--- config.mk ---
export PLATFORM = sky130hd
export DESIGN_NAME = seq_divider
export DESIGN_NICKNAME = d
export VERILOG_FILES = /design/src/rtl/seq_divider.sv
export SDC_FILE = /design/constraint.sdc
export NUM_CORES = 1
export LEC_CHECK = 0
export CORE_UTILIZATION = 55
export CTS_CLUSTER_DIAMETER = 150
export CTS_CLUSTER_SIZE = 25
export DETAILED_ROUTE_END_ITERATION = 10
export PLACE_DENSITY_LB_ADDON = 0.12
export SKIP_LAST_GASP = 1
export SYNTH_ARGS = -nofsm -noshare
export SYNTH_HDL_FRONTEND = slang
export SYNTH_SLANG_ARGS = --single-unit
--- constraint.sdc ---
create_clock -name clk -period 4 [get_ports clk]
set_clock_uncertainty 0.1 [all_clocks]
set_input_delay 0.8 -clock clk [delete_from_list [all_inputs] [get_ports clk]]
set_output_delay 0.8 -clock clk [all_outputs]
set_load 0.005 [all_outputs]
--- src/rtl/seq_divider.sv ---
// Multi-cycle restoring divider: one quotient bit per clock, start/busy/done handshake,
// optional two's-complement mode via magnitude divide plus sign fixup.
module seq_divider #(
  parameter int unsigned WIDTH  = 32,
  parameter bit          SIGNED = 1'b0
) (
  input  logic             clk,
  input  logic             rst_n,
  input  logic             start,
  input  logic [WIDTH-1:0] opa,
  input  logic [WIDTH-1:0] opb,
  output logic             busy,
  output logic             done,
  output logic [WIDTH-1:0] quot,
  output logic [WIDTH-1:0] rem,
  output logic             div_by_zero
);

  localparam int unsigned CW = $clog2(WIDTH + 1);

  typedef enum logic [1:0] {IDLE, CALC, FIN} state_t;

  state_t           state;
  logic [CW-1:0]    cnt;
  logic [WIDTH-1:0] dvd;      // dividend bits shift out, quotient bits shift in
  logic [WIDTH-1:0] dvs;
  logic [WIDTH-1:0] prem;
  logic             neg_q;
  logic             neg_r;
  logic             zdiv;

  logic             sign_a;
  logic             sign_b;
  logic [WIDTH-1:0] mag_a;
  logic [WIDTH-1:0] mag_b;
  logic [WIDTH:0]   shifted;
  logic [WIDTH:0]   trial;

  // Operand magnitudes and the one-bit-wider trial subtract of the current step.
  always_comb begin
    sign_a  = SIGNED && opa[WIDTH-1];
    sign_b  = SIGNED && opb[WIDTH-1];
    mag_a   = sign_a ? WIDTH'(-opa) : opa;
    mag_b   = sign_b ? WIDTH'(-opb) : opb;
    shifted = {prem, dvd[WIDTH-1]};
    trial   = shifted - {1'b0, dvs};
  end

  always_ff @(posedge clk or negedge rst_n) begin
    if (!rst_n) begin
      state       <= IDLE;
      cnt         <= '0;
      dvd         <= '0;
      dvs         <= '0;
      prem        <= '0;
      neg_q       <= 1'b0;
      neg_r       <= 1'b0;
      zdiv        <= 1'b0;
      busy        <= 1'b0;
      done        <= 1'b0;
      quot        <= '0;
      rem         <= '0;
      div_by_zero <= 1'b0;
    end else begin
      done <= 1'b0;
      case (state)
        IDLE: begin
          if (start) begin
            busy        <= 1'b1;
            div_by_zero <= 1'b0;
            neg_q       <= sign_a ^ sign_b;
            neg_r       <= sign_a;
            dvs         <= mag_b;
            prem        <= '0;
            cnt         <= '0;
            if (opb == '0) begin
              // Raw dividend kept so the zero-divisor remainder is opa unchanged.
              zdiv  <= 1'b1;
              dvd   <= opa;
              state <= FIN;
            end else begin
              zdiv  <= 1'b0;
              dvd   <= mag_a;
              state <= CALC;
            end
          end
        end
        CALC: begin
          prem  <= trial[WIDTH] ? shifted[WIDTH-1:0] : trial[WIDTH-1:0];
          dvd   <= {dvd[WIDTH-2:0], ~trial[WIDTH]};
          cnt   <= cnt + CW'(1);
          if (cnt == CW'(WIDTH - 1)) begin
            state <= FIN;
          end
        end
        FIN: begin
          busy  <= 1'b0;
          done  <= 1'b1;
          state <= IDLE;
          if (zdiv) begin
            quot        <= '1;
            rem         <= dvd;
            div_by_zero <= 1'b1;
          end else begin
            quot <= neg_q ? WIDTH'(-dvd) : dvd;
            rem  <= neg_r ? WIDTH'(-prem) : prem;
          end
        end
        default: state <= IDLE;
      endcase
    end
  end

endmodule

### After elaboration in Yosys (flattened, before gate mapping)

Cells that the tools add are included.

* add/sub/neg operators: 2
* eq/ne operators: 6
* muxes and demuxes: 20
* bitwise logic cells: 1
* reduce and logical (&&, ||, !) cells: 9

Operators with widths (count)
* $mux W32: 5
* $pmux W32 S2: 2
* $sub A33 B32 Y33: 1
* $logic_not A32 Y1: 1
* $pmux W6 S2: 1
* $reduce_and A2 Y1: 4
* $add A6 B1 Y6 const B: 1
* $eq A6 B5 Y1 const B: 1
* $mux W2: 3
* $mux W6: 1
* $ne A2 B2 Y1 const B: 3
* $mux W1: 5
* $pmux W1 S2: 2
* $pmux W2 S2: 1
* $reduce_bool A2 Y1: 2
* $reduce_and A3 Y1: 1
* $eq A2 B1 Y1 const B: 1
* $eq A2 B2 Y1 const B: 1
* $logic_not A2 Y1: 1
* $not A1 Y1: 1

* bits in registers: 172
* bits of input ports: 67
* output and inout bits: 67
* logic and storage cells: 49

### Longest topological paths before layout

Gate-level depths: netlist (run 1).

* word-level depth: 4
* depth in mapped cells: 15
* gate-level depth less buffers: 13

### Worst setup path before layout (run 1)

No wires, ideal clock.

* path kind: flip-flop to flip-flop
* from: register dvd[31]
* to: register prem[29]
* setup time: 0.131 ns
* arrival: 2.925 ns
* required time: 3.769 ns
* slack: 0.843 ns
* cell stages (with the launch flop): 16
* cell sequence: dfrtp_1 > inv_1 > ha_1 > inv_1 > fa_1 > a21oi_2 > o211ai_2 > a2111oi_4 > nor4_2 > o211ai_1 > nor4b_4 > buf_6 > buf_6 > nor2_1 > a22oi_1 > o21ai_1

* cells in the longest elaborated chain, start to end: 3

RTL lines
* start, declared: line 25 `logic [WIDTH-1:0] dvd;`
* start signal, assigned: line 79 `dvd <= opa;`
* start signal, assigned: line 83 `dvd <= mag_a;`
* start signal, assigned: line 90 `dvd <= {dvd[WIDTH-2:0], ~trial[WIDTH]};`
* $sub A33 B32 Y33: line 46 `trial = shifted - {1'b0, dvs};`
* $mux W32: line 89 `prem <= trial[WIDTH] ? shifted[WIDTH-1:0] : trial[WIDTH-1:0];`
* $pmux W32 S2: line 66 `case (state)`
* end signal, assigned: line 89
* end, declared: line 27 `logic [WIDTH-1:0] prem;`

No other way between the ends.
A chain may end at the register's enable or synchronous reset.

### Worst setup path in the final report (run 1)

* from: register dvd[31]
* to: register prem[8]

The elaborated chain is that of the path after synthesis.

==> results of run 1 <==
## cell type report
cell class,count,area share [%]
sequential,172,38.22
tap,216,2.399
timing repair buffer,143,12.72
clock buffer,17,3.777
multi-input combinational,736,40.24
inverter,36,1.200
clock inverter,15,1.444
## worst paths after layout
path | startpoint | slack (ns) | depth (start not counted) | end
hold / removal | rst_n | 0.27 | 1 | quot[6]$_DFFE_PN0P_
setup reg to reg | dvd[31]$_DFFE_PN0P_ | 0.31 | 13 | prem[8]$_DFFE_PN0P_
hold reg to reg | quot[4]$_DFFE_PN0P_ | 0.36 | 2 | quot[4]$_DFFE_PN0P_
setup / recovery | dvd[31]$_DFFE_PN0P_ | 0.31 | 13 | prem[8]$_DFFE_PN0P_
min in group clk | quot[4]$_DFFE_PN0P_ | 0.36 | 2 | quot[4]$_DFFE_PN0P_
max in group asynchronous | rst_n | 2.60 | 2 | dvs[23]$_DFFE_PN0P_
## stage by stage
step / total power [mW] / cell area [sq um] / hold WS, ns / util, % / instances
global route: 10.43 / 11260 / 0.3179 / 69.90 / 1335
global placement: 7.856 / 10680 / 0.3491 / 66.25 / 1303
finish: 9.725 / 11260 / 0.2702 / 69.90 / 1335
floorplan: 6.395 / 9180 / 0.3515 / - / 1000
CTS: 9.720 / 11260 / 0.3017 / 69.90 / 1335
detailed placement: 8.024 / 10680 / 0.3550 / 66.25 / 1303
## registers in the layout, summed over array words and instances (netlist names)
register and cells:
dvs 32, rem 32, busy 1, zdiv 1, prem 32, div_by_zero 1
done 1, state 2, cnt 6, quot 32, dvd 32
## per-layer routing
layer / GRT usage, % / routed length [um]
met1: 39.88 / 10680
met2: 40.10 / 9953
met3: 3.665 / 1217
met4: 6.863 / 229
met5: 0 / 0
## cell families (layout without fill, tap and decap cells)
logic type	Yosys count	count (layout)	share of synthesized area, %
xor gates and xnor gates	26	26	2.481
and+or+nand+nor	310	310	15.03
AOI/OAI and AO/OA	281	281	17.54
buffers and inverters	92	211	4.048
DFF	172	172	46.89
muxes	85	85	9.295
adders and majority gates	34	34	4.716
## power breakdown
part / total, mW / switching (mW) / internal [mW]
registers: 3.15 / 0.657 / 2.49
logic: 4.93 / 2.53 / 2.40
clock network: 1.65 / 0.719 / 0.931
## critical path, stage by stage (launching register included)
cell	delay [ns]
dfrtp_1	0.41
inv_1	0.08
ha_1	0.16
inv_1	0.05
fa_1	0.41
a21oi_2	0.21
o211ai_2	0.16
a2111oi_4	0.43
nor4_2	0.13
o211ai_1	0.20
nor4b_4	0.57
buf_12	0.30
mux2i_1	0.20
o21ai_0	0.10
## cell usage in the layout (no fill, tap or decap), types with 10 or more instances in the layout
master and instances:
nor2b_1 10, a21o_1 14, dfrtp_1 171, o21ai_1 19
inv_1 36, o21ai_0 164, nand2_1 217, a21oi_1 37
clkdlybuf4s50_1 132, mux2i_1 83, nor2_1 23, ha_1 33
xnor2_1 17, clkbuf_16 17
==> run_results.csv, run 1 <==
group,metric,value,unit
placement,numPortBuffers,133,
yosys,syn_area,9180,sq um
yosys,synth_warnings,0,
run_status,status,"completed",
cts,cts_hold_buf,0,
sta,setup-tns-final,0,ns
drt,firstDrtPassIters,5,
drt,drt-total-wl,22.08,mm
yosys,yosysTopAreaCell,"dfrtp_1",
drt,vias_per_cell,5.608,
floorplanning,core,16120,sq um
cts,cts-root-buf,"clkbuf_16",
global_routing,gr-usage-all-layers,26.49,%
yosys,synthCells,1000,
layout,antenna_cells,0,
cts,cts_tree,"built",
sta,tightest_slew,0.9183,ns
cts,cts_htree_levels,4,
cts,cts-resized-gates,0,
sta,setup_violations,0,
sta,final_hold_viol_count,0,
layout,nets,1207,
worst_setup_path,critPathKind,"reg2reg",
yosys,synth.area.top_cells,"dfrtp_1 (47%), mux2i_1 (9.1%), o21ai_0 (8.9%)",
global_routing,antenna_found_initial,0,
yosys,synth.distinct_cells,60,
yosys,synth_top_cell_area_share,46.89,%
global_routing,grt_overflow,0,
global_routing,grt_pass1_wl,36.21,mm
floorplanning,fp.dieW,131.2,um
global_routing,grt_max_degree,97,
floorplanning,start_util,56.96,%
sta,fin_crit,3.686,ns
sta,slew_viol_final,0,
layout,seq_area,4305,sq um
worst_hold_path,hold_path.class,"in2async",
sta,rsz0062_at_grt,"no",
cts,clk_pin_slew,0.07,ns
drt,drt_iter0_drc,485,
pwr,p_per_area,863.4,nW/um^2
worst_setup_path,cp_max_fo,32,
yosys,synthesis.nets,1101,
yosys,synth.avg_cell_area,9.180,sq um
cts,cts_sinks,172,
layout,final_layout_size_suffix_gt1_share,5.273,%
cts,numCtsBuffers,17,
yosys,synth_edf_count,0,
sta,max-slew-margin-rel,38.71,%
layout,synthToLayoutAreaGrowth,22.71,%
global_routing,grt_pass1_vias,6953,
yosys,synth_common_cells,"nand2_1 (217), dfrtp_1 (172), o21ai_0 (164)",
sta,max_freq,0.2713,GHz
worst_setup_path,critPathLaunchType,"register",
floorplanning,top_level_ports,134,
yosys,ys.flop_type,"dfrtp_1",
yosys,synth_seq_cells,172,
pwr,p_leak,5.081,nW
drt,ant_nets,0,
placement,dp_hpwl,15.56,mm
drt,drc,0,
yosys,synth_most_common_cell,"nand2_1",
floorplanning,die_h,131.2,um
layout,multi_input_area,4533,sq um
yosys,async_flop_share,100.0,%
cts,cts_setup_buffers,0,
worst_setup_path,crit_path_end_kind,"register",
layout,fillers,1327,
placement,place_congestion,0.9276,
worst_setup_path,worstPathRequired,4.17,ns
placement,dp_slack,0.3373,ns
floorplanning,die-area,17210,sq um
pwr,irDropWorstVdd,486.7,uV
sta,fin_crit_sh,92.16,%
drt,wl_per_cell,16.54,um
cts,clock_path_buffers,2,
cts,clk_latency,0.43,ns
job,cap_violations,0,
yosys,yosysSeqAreaShare,46.89,%
sta,setup_ws,0.3136,ns
floorplanning,row_count,46,
worst_setup_path,cp.arrival,3.85,ns
drt,routed-via-count,7487,
Power figures use the tool's default switching activity.
==> run 2, diff against run 1 <==
Settings changed: CORE_UTILIZATION 55 to 45, SETUP_SLACK_MARGIN from default to 0.3.
==> run 2 against run 1 <==
Critical endpoint is now prem[31]$_DFFE_PN0P_. Core utilization fell by 12 points. Final area rose by 0.88%. Clock power barely moved. Critical path depth did not move. Largest cell class unchanged. Sequential cell count did not move. Die area rose by 22%. Combinational power fell by 0.8%.
==> run_results.csv, run 2 (synthesized netlist as in run 1, its figures left out) <==
group,metric,value,unit
cts,cts_hold_buf,0,
sta,slew_viol_final,0,
layout,antenna_cells,0,
job,cap_violations,0,
pwr,netSwitchingPower,3.914,mW
floorplanning,core,19720,sq um
worst_setup_path,crit_path_end_kind,"register",
cts,clk_latency,0.42,ns
worst_setup_path,critPathKind,"reg2reg",
placement,dp_hpwl,15.83,mm
floorplanning,top_level_ports,134,
placement,place_congestion,0.9046,
pwr,seqPwrFrac,32.3,%
sta,setup_ws,0.5599,ns
worst_setup_path,worstSetupStartpoint,"dvd[31]$_DFFE_PN0P_",
drt,drt_iter0_drc,441,
sta,tightest_slew,0.9629,ns
worst_setup_path,path_common_cell,"inv_1",
worst_setup_path,timing.critical_path.slowest_stage_cell,"a2111oi_4",
drt,firstDrtPassIters,5,
pwr,p_leak,5.099,nW
global_routing,grt_max_degree,97,
cts,cts_tree,"built",
sta,max_freq,0.2907,GHz
drt,ant_nets,0,
worst_setup_path,path_cells,"inv_1 > ha_1 > inv_1 > fa_1 > a21oi_2 > o211ai_2 > a2111oi_4 > nor4_2 > o211ai_1 > nor4b_4 > buf_12 > o21ai_1 > or3_1",
worst_setup_path,path_buf_inv,3,
layout,utilization,57.63,%
drt,vias_per_cell,5.305,
layout,final_layout_size_suffix_gt1_share,5.362,%
cts,cts_sinks,172,
sta,setup_violations,0,
run_status,status,"completed",
drt,drc,0,
cts,cts-root-buf,"clkbuf_16",
floorplanning,die_h,144.8,um
worst_setup_path,crit_family,"compound AO/OA/AOI/OAI gates",
layout,post-route-cell-area,11360,sq um
floorplanning,row_count,51,
sta,fin_crit_sh,86.00,%
pwr,power_frac_comb,50.4,%
sta,max-slew-margin-rel,35.80,%
sta,fin_crit,3.440,ns
pwr,irDropWorstVdd,514.5,uV
worst_setup_path,critPathLaunchType,"register",
floorplanning,fp.dieW,144.8,um
placement,numPortBuffers,133,
pwr,pwr-share-clk,17.2,%
cts,cts-resized-gates,0,
global_routing,gr-usage-all-layers,22.08,%
global_routing,grt_pass1_vias,6779,
pwr,swShare,40.35,%
global_routing,grt_overflow,0,
floorplanning,start_util,46.56,%
cts,cts_htree_levels,4,
worst_hold_path,hold_path.class,"in2async",
cts,numCtsBuffers,17,
cts,clock_path_buffers,2,
global_routing,antenna_found_initial,0,
floorplanning,die-area,20980,sq um
pwr,finalPower,9.701,mW
cts,clk_pin_slew,0.07,ns
sta,setup-tns-final,0,ns
global_routing,grt_pass1_wl,35.46,mm
placement,dp_slack,0.4716,ns
drt,wl_per_cell,15.89,um
drt,routed-via-count,7342,
layout,synthToLayoutAreaGrowth,23.78,%
worst_setup_path,regToRegStartpoint,"dvd[31]$_DFFE_PN0P_",
layout,nets,1207,
worst_setup_path,cp.arrival,3.64,ns
pwr,p_per_area,853.7,nW/um^2
layout,mostFrequentLayoutCell,"nand2_1",
cts,cts_setup_buffers,0,
worst_setup_path,worstPathRequired,4.20,ns
sta,rsz0062_at_grt,"no",
sta,final_hold_viol_count,0,
drt,drt-total-wl,21.99,mm
placement,place_area,10760,sq um
pwr,p_int,5.787,mW
worst_setup_path,slowest_delay,0.43,ns
worst_setup_path,cp_max_fo,43,
layout,mostFrequentLayoutCells,"nand2_1 (217), dfrtp_1 (171), o21ai_0 (164)",
-- run 2: power groups by stage --
stage                     Sequential [mW]  Clock (mW)  Combinational, mW
final                                3.14        1.67               4.89
after global routing                 3.24        1.77               5.46
after floorplan                      2.95           0               3.44
after CTS                            3.13        1.70               4.88
after global placement               3.14           0               4.78
after detailed placement             3.17           0               4.86
-- run 2: cell type report --
cell class | instances | area, sq um
flip-flops and latches | 172 | 4305
clock buffers | 17 | 425.4
fillers | 1773 | 8354
clock inverters | 15 | 176.4
multi-input cells | 736 | 4544
well taps | 265 | 331.6
inverters | 36 | 135.1
repair buffers | 143 | 1445
-- run 2: final timing paths --
| path | to | slack [ns] | cells after the start |
|---|---|---|---|
| max | prem[31]$_DFFE_PN0P_ | 0.56 | 13 |
| min | quot[7]$_DFFE_PN0P_ | 0.29 | 1 |
| max reg2reg | prem[31]$_DFFE_PN0P_ | 0.56 | 13 |
| min reg2reg | quot[4]$_DFFE_PN0P_ | 0.36 | 2 |
| max in group asynchronous | quot[20]$_DFFE_PN0P_ | 2.65 | 2 |
| min in group clk | quot[4]$_DFFE_PN0P_ | 0.36 | 2 |
-- run 2: stage by stage --
stage               instances  hold slack (ns)
floorplan                1000           0.3515
global placement         1352           0.3489
detailed placement       1352           0.3556
CTS                      1384           0.3246
global route             1384           0.3387
finish                   1384           0.2903
-- run 2: routing by layer --
layer	routed length [um]	global-route usage [%]
met2	9285	32.49
met3	998	3.060
met5	0	0
met4	218	5.762
met1	11480	33.77
==> run 3, diff against run 2 <==
Settings changed: CORE_MARGIN from default to 5.
==> run 3 against run 2 <==
Die area grew 11%. Wire length up 4.5%. First-iteration DRC count fell by 1.8%. Sequential cell count stayed put. Total power down 0.13%. Fmax is 1.9% higher. Clock power down 3%. Via count increased by 1.4%. Hold slack got worse by 0.0064 ns. Non-clock buffer count is 4 higher. Critical path type unchanged.
==> run_results.csv, run 3 (synthesized netlist as in run 1, its figures left out) <==
group,metric,value,unit
run_status,status,"completed",
global_routing,grt_max_degree,97,
drt,firstDrtPassIters,5,
worst_setup_path,critPathLaunchType,"register",
floorplanning,row_count,52,
sta,tightest_slew,1.104,ns
pwr,irDropWorstVdd,453.5,uV
global_routing,grt_util_met2,28.60,%
global_routing,gr-usage-all-layers,19.47,%
drt,drt_iter0_drc,433,
sta,fin_crit_sh,84.44,%
placement,dp_slack,0.3171,ns
sta,setup_ws,0.6225,ns
sta,hold_slack,0.2839,ns
cts,cts_sinks,172,
worst_setup_path,worstPathRequired,4.20,ns
cts,clk_latency,0.43,ns
cts,cts_tree,"built",
sta,fin_crit,3.377,ns
cts,clock_path_buffers,2,
floorplanning,top_level_ports,134,
drt,drt-total-wl,22.97,mm
floorplanning,start_util,45.51,%
drt,vias_per_cell,5.347,
job,cap_violations,0,
cts,cts_htree_levels,4,
drt,wl_per_cell,16.49,um
layout,nets,1211,
global_routing,grt_pass1_vias,6991,
global_routing,grt_overflow,0,
global_routing,met3_usage,3.053,%
floorplanning,die_h,152.8,um
global_routing,busiest_layer,"met1",
layout,final_layout_size_suffix_gt1_share,5.610,%
sta,rsz0062_at_grt,"no",
layout,synthToLayoutAreaGrowth,23.65,%
worst_setup_path,crit_path_end_kind,"register",
floorplanning,fp.dieW,152.8,um
pwr,p_per_area,853.5,nW/um^2
layout,antenna_cells,0,
placement,dp_hpwl,16.82,mm
floorplanning,core,20170,sq um
sta,slew_viol_final,0,
drt,ant_nets,0,
cts,clk_pin_slew,0.07,ns
worst_setup_path,cp_max_fo,11,
drt,routed-via-count,7448,
placement,dp_cells,1360,
sta,max-slew-margin-rel,26.38,%
worst_setup_path,path_common_cell,"inv_1",
worst_hold_path,hold_path.class,"in2async",
global_routing,antenna_found_initial,0,
sta,max_freq,0.2961,GHz
layout,mostFrequentLayoutCells,"nand2_1 (217), dfrtp_1 (171), o21ai_0 (164)",
worst_setup_path,critPathKind,"reg2reg",
cts,numCtsBuffers,17,
layout,final_cells,1393,
layout,fillers,1899,
layout,mostFrequentLayoutCell,"nand2_1",
drt,drc,0,
global_routing,grt_pass1_wl,37.30,mm
worst_setup_path,cp.arrival,3.58,ns
floorplanning,die-area,23360,sq um
worst_setup_path,timing.critical_path.slowest_stage_cell,"a2111oi_4",
placement,place_congestion,0.8776,
sta,final_hold_viol_count,0,
sta,setup_violations,0,
placement,numPortBuffers,133,
worst_setup_path,path_cells,"inv_1 > ha_1 > inv_1 > fa_1 > a21oi_2 > o211ai_2 > a2111oi_4 > nor4_2 > o211ai_1 > nor4b_4 > buf_4 > o21ai_1 > or3_1",
pwr,p_leak,5.100,nW
global_routing,gr-usage-met1,30.54,%
cts,cts-root-buf,"clkbuf_16",
worst_setup_path,slowest_delay,0.44,ns
sta,setup-tns-final,0,ns
run 3: worst max-delay path: cells and delay by family, from the launching register on:
kind / cells / cell delay, ns
AND/OR/NAND/NOR: 3 / 0.75
buffers and inverters: 3 / 0.37
AO/OA/AOI/OAI: 5 / 1.06
flip-flops: 1 / 0.41
adder cells (fa/ha/maj): 2 / 0.56
run 3: worst paths after layout:
path,from,end,slack (ns),cells past startpoint
worst max-delay path,dvd[31]$_DFFE_PN0P_,prem[26]$_DFFE_PN0P_,0.62,13
max in group asynchronous,rst_n,rem[19]$_DFFE_PN0P_,2.53,2
min in group clk,quot[30]$_DFFE_PN0P_,quot[30]$_DFFE_PN0P_,0.37,2
worst min-delay path,rst_n,dvd[5]$_DFFE_PN0P_,0.28,1
worst max register to register,dvd[31]$_DFFE_PN0P_,prem[26]$_DFFE_PN0P_,0.62,13
worst min register to register,quot[30]$_DFFE_PN0P_,quot[30]$_DFFE_PN0P_,0.37,2
run 3: per-layer routing:
layer	up-vias	share of wire [%]	wire length, um
li1	3708	-	-
met1	3547	53	12110
met2	182	42	9695
met3	11	4.4	1014
met4	0	0.67	155
met5	-	0	0
run 3: layout make-up:
type                    count  area (sq um)  area share (%)
flip-flops and latches    172          4305           37.93
well taps                 270         337.8           2.976
multi-input cells         736          4544           40.04
inverters                  36         135.1           1.190
clock inverters            14         148.9           1.312
clock buffers              18         429.2           3.781
repair buffers            147          1450           12.78
run 3: stage by stage:
step | power (mW) | utilization (%) | instance area, sq um
final | 9.688 | 56.28 | 11350
after global routing | 10.45 | 56.28 | 11350
after CTS | 9.702 | 56.21 | 11340
after detailed placement | 8.072 | 53.34 | 10760
after global placement | 7.989 | 53.34 | 10760
after floorplan | 6.395 | - | 9180
run 3: timing repair:
action	4_1_cts	5_1_grt
endpoints found under the setup margin	0	33
hold buffers	0	0
setup buffers	0	1
resized for setup	0	1
run 3: power by group:
| part | total, mW | switching [mW] | internal (mW) |
|---|---|---|---|
| Clock | 1.62 | 0.788 | 0.835 |
| Sequential | 3.13 | 0.643 | 2.49 |
| Combinational | 4.93 | 2.52 | 2.42 |
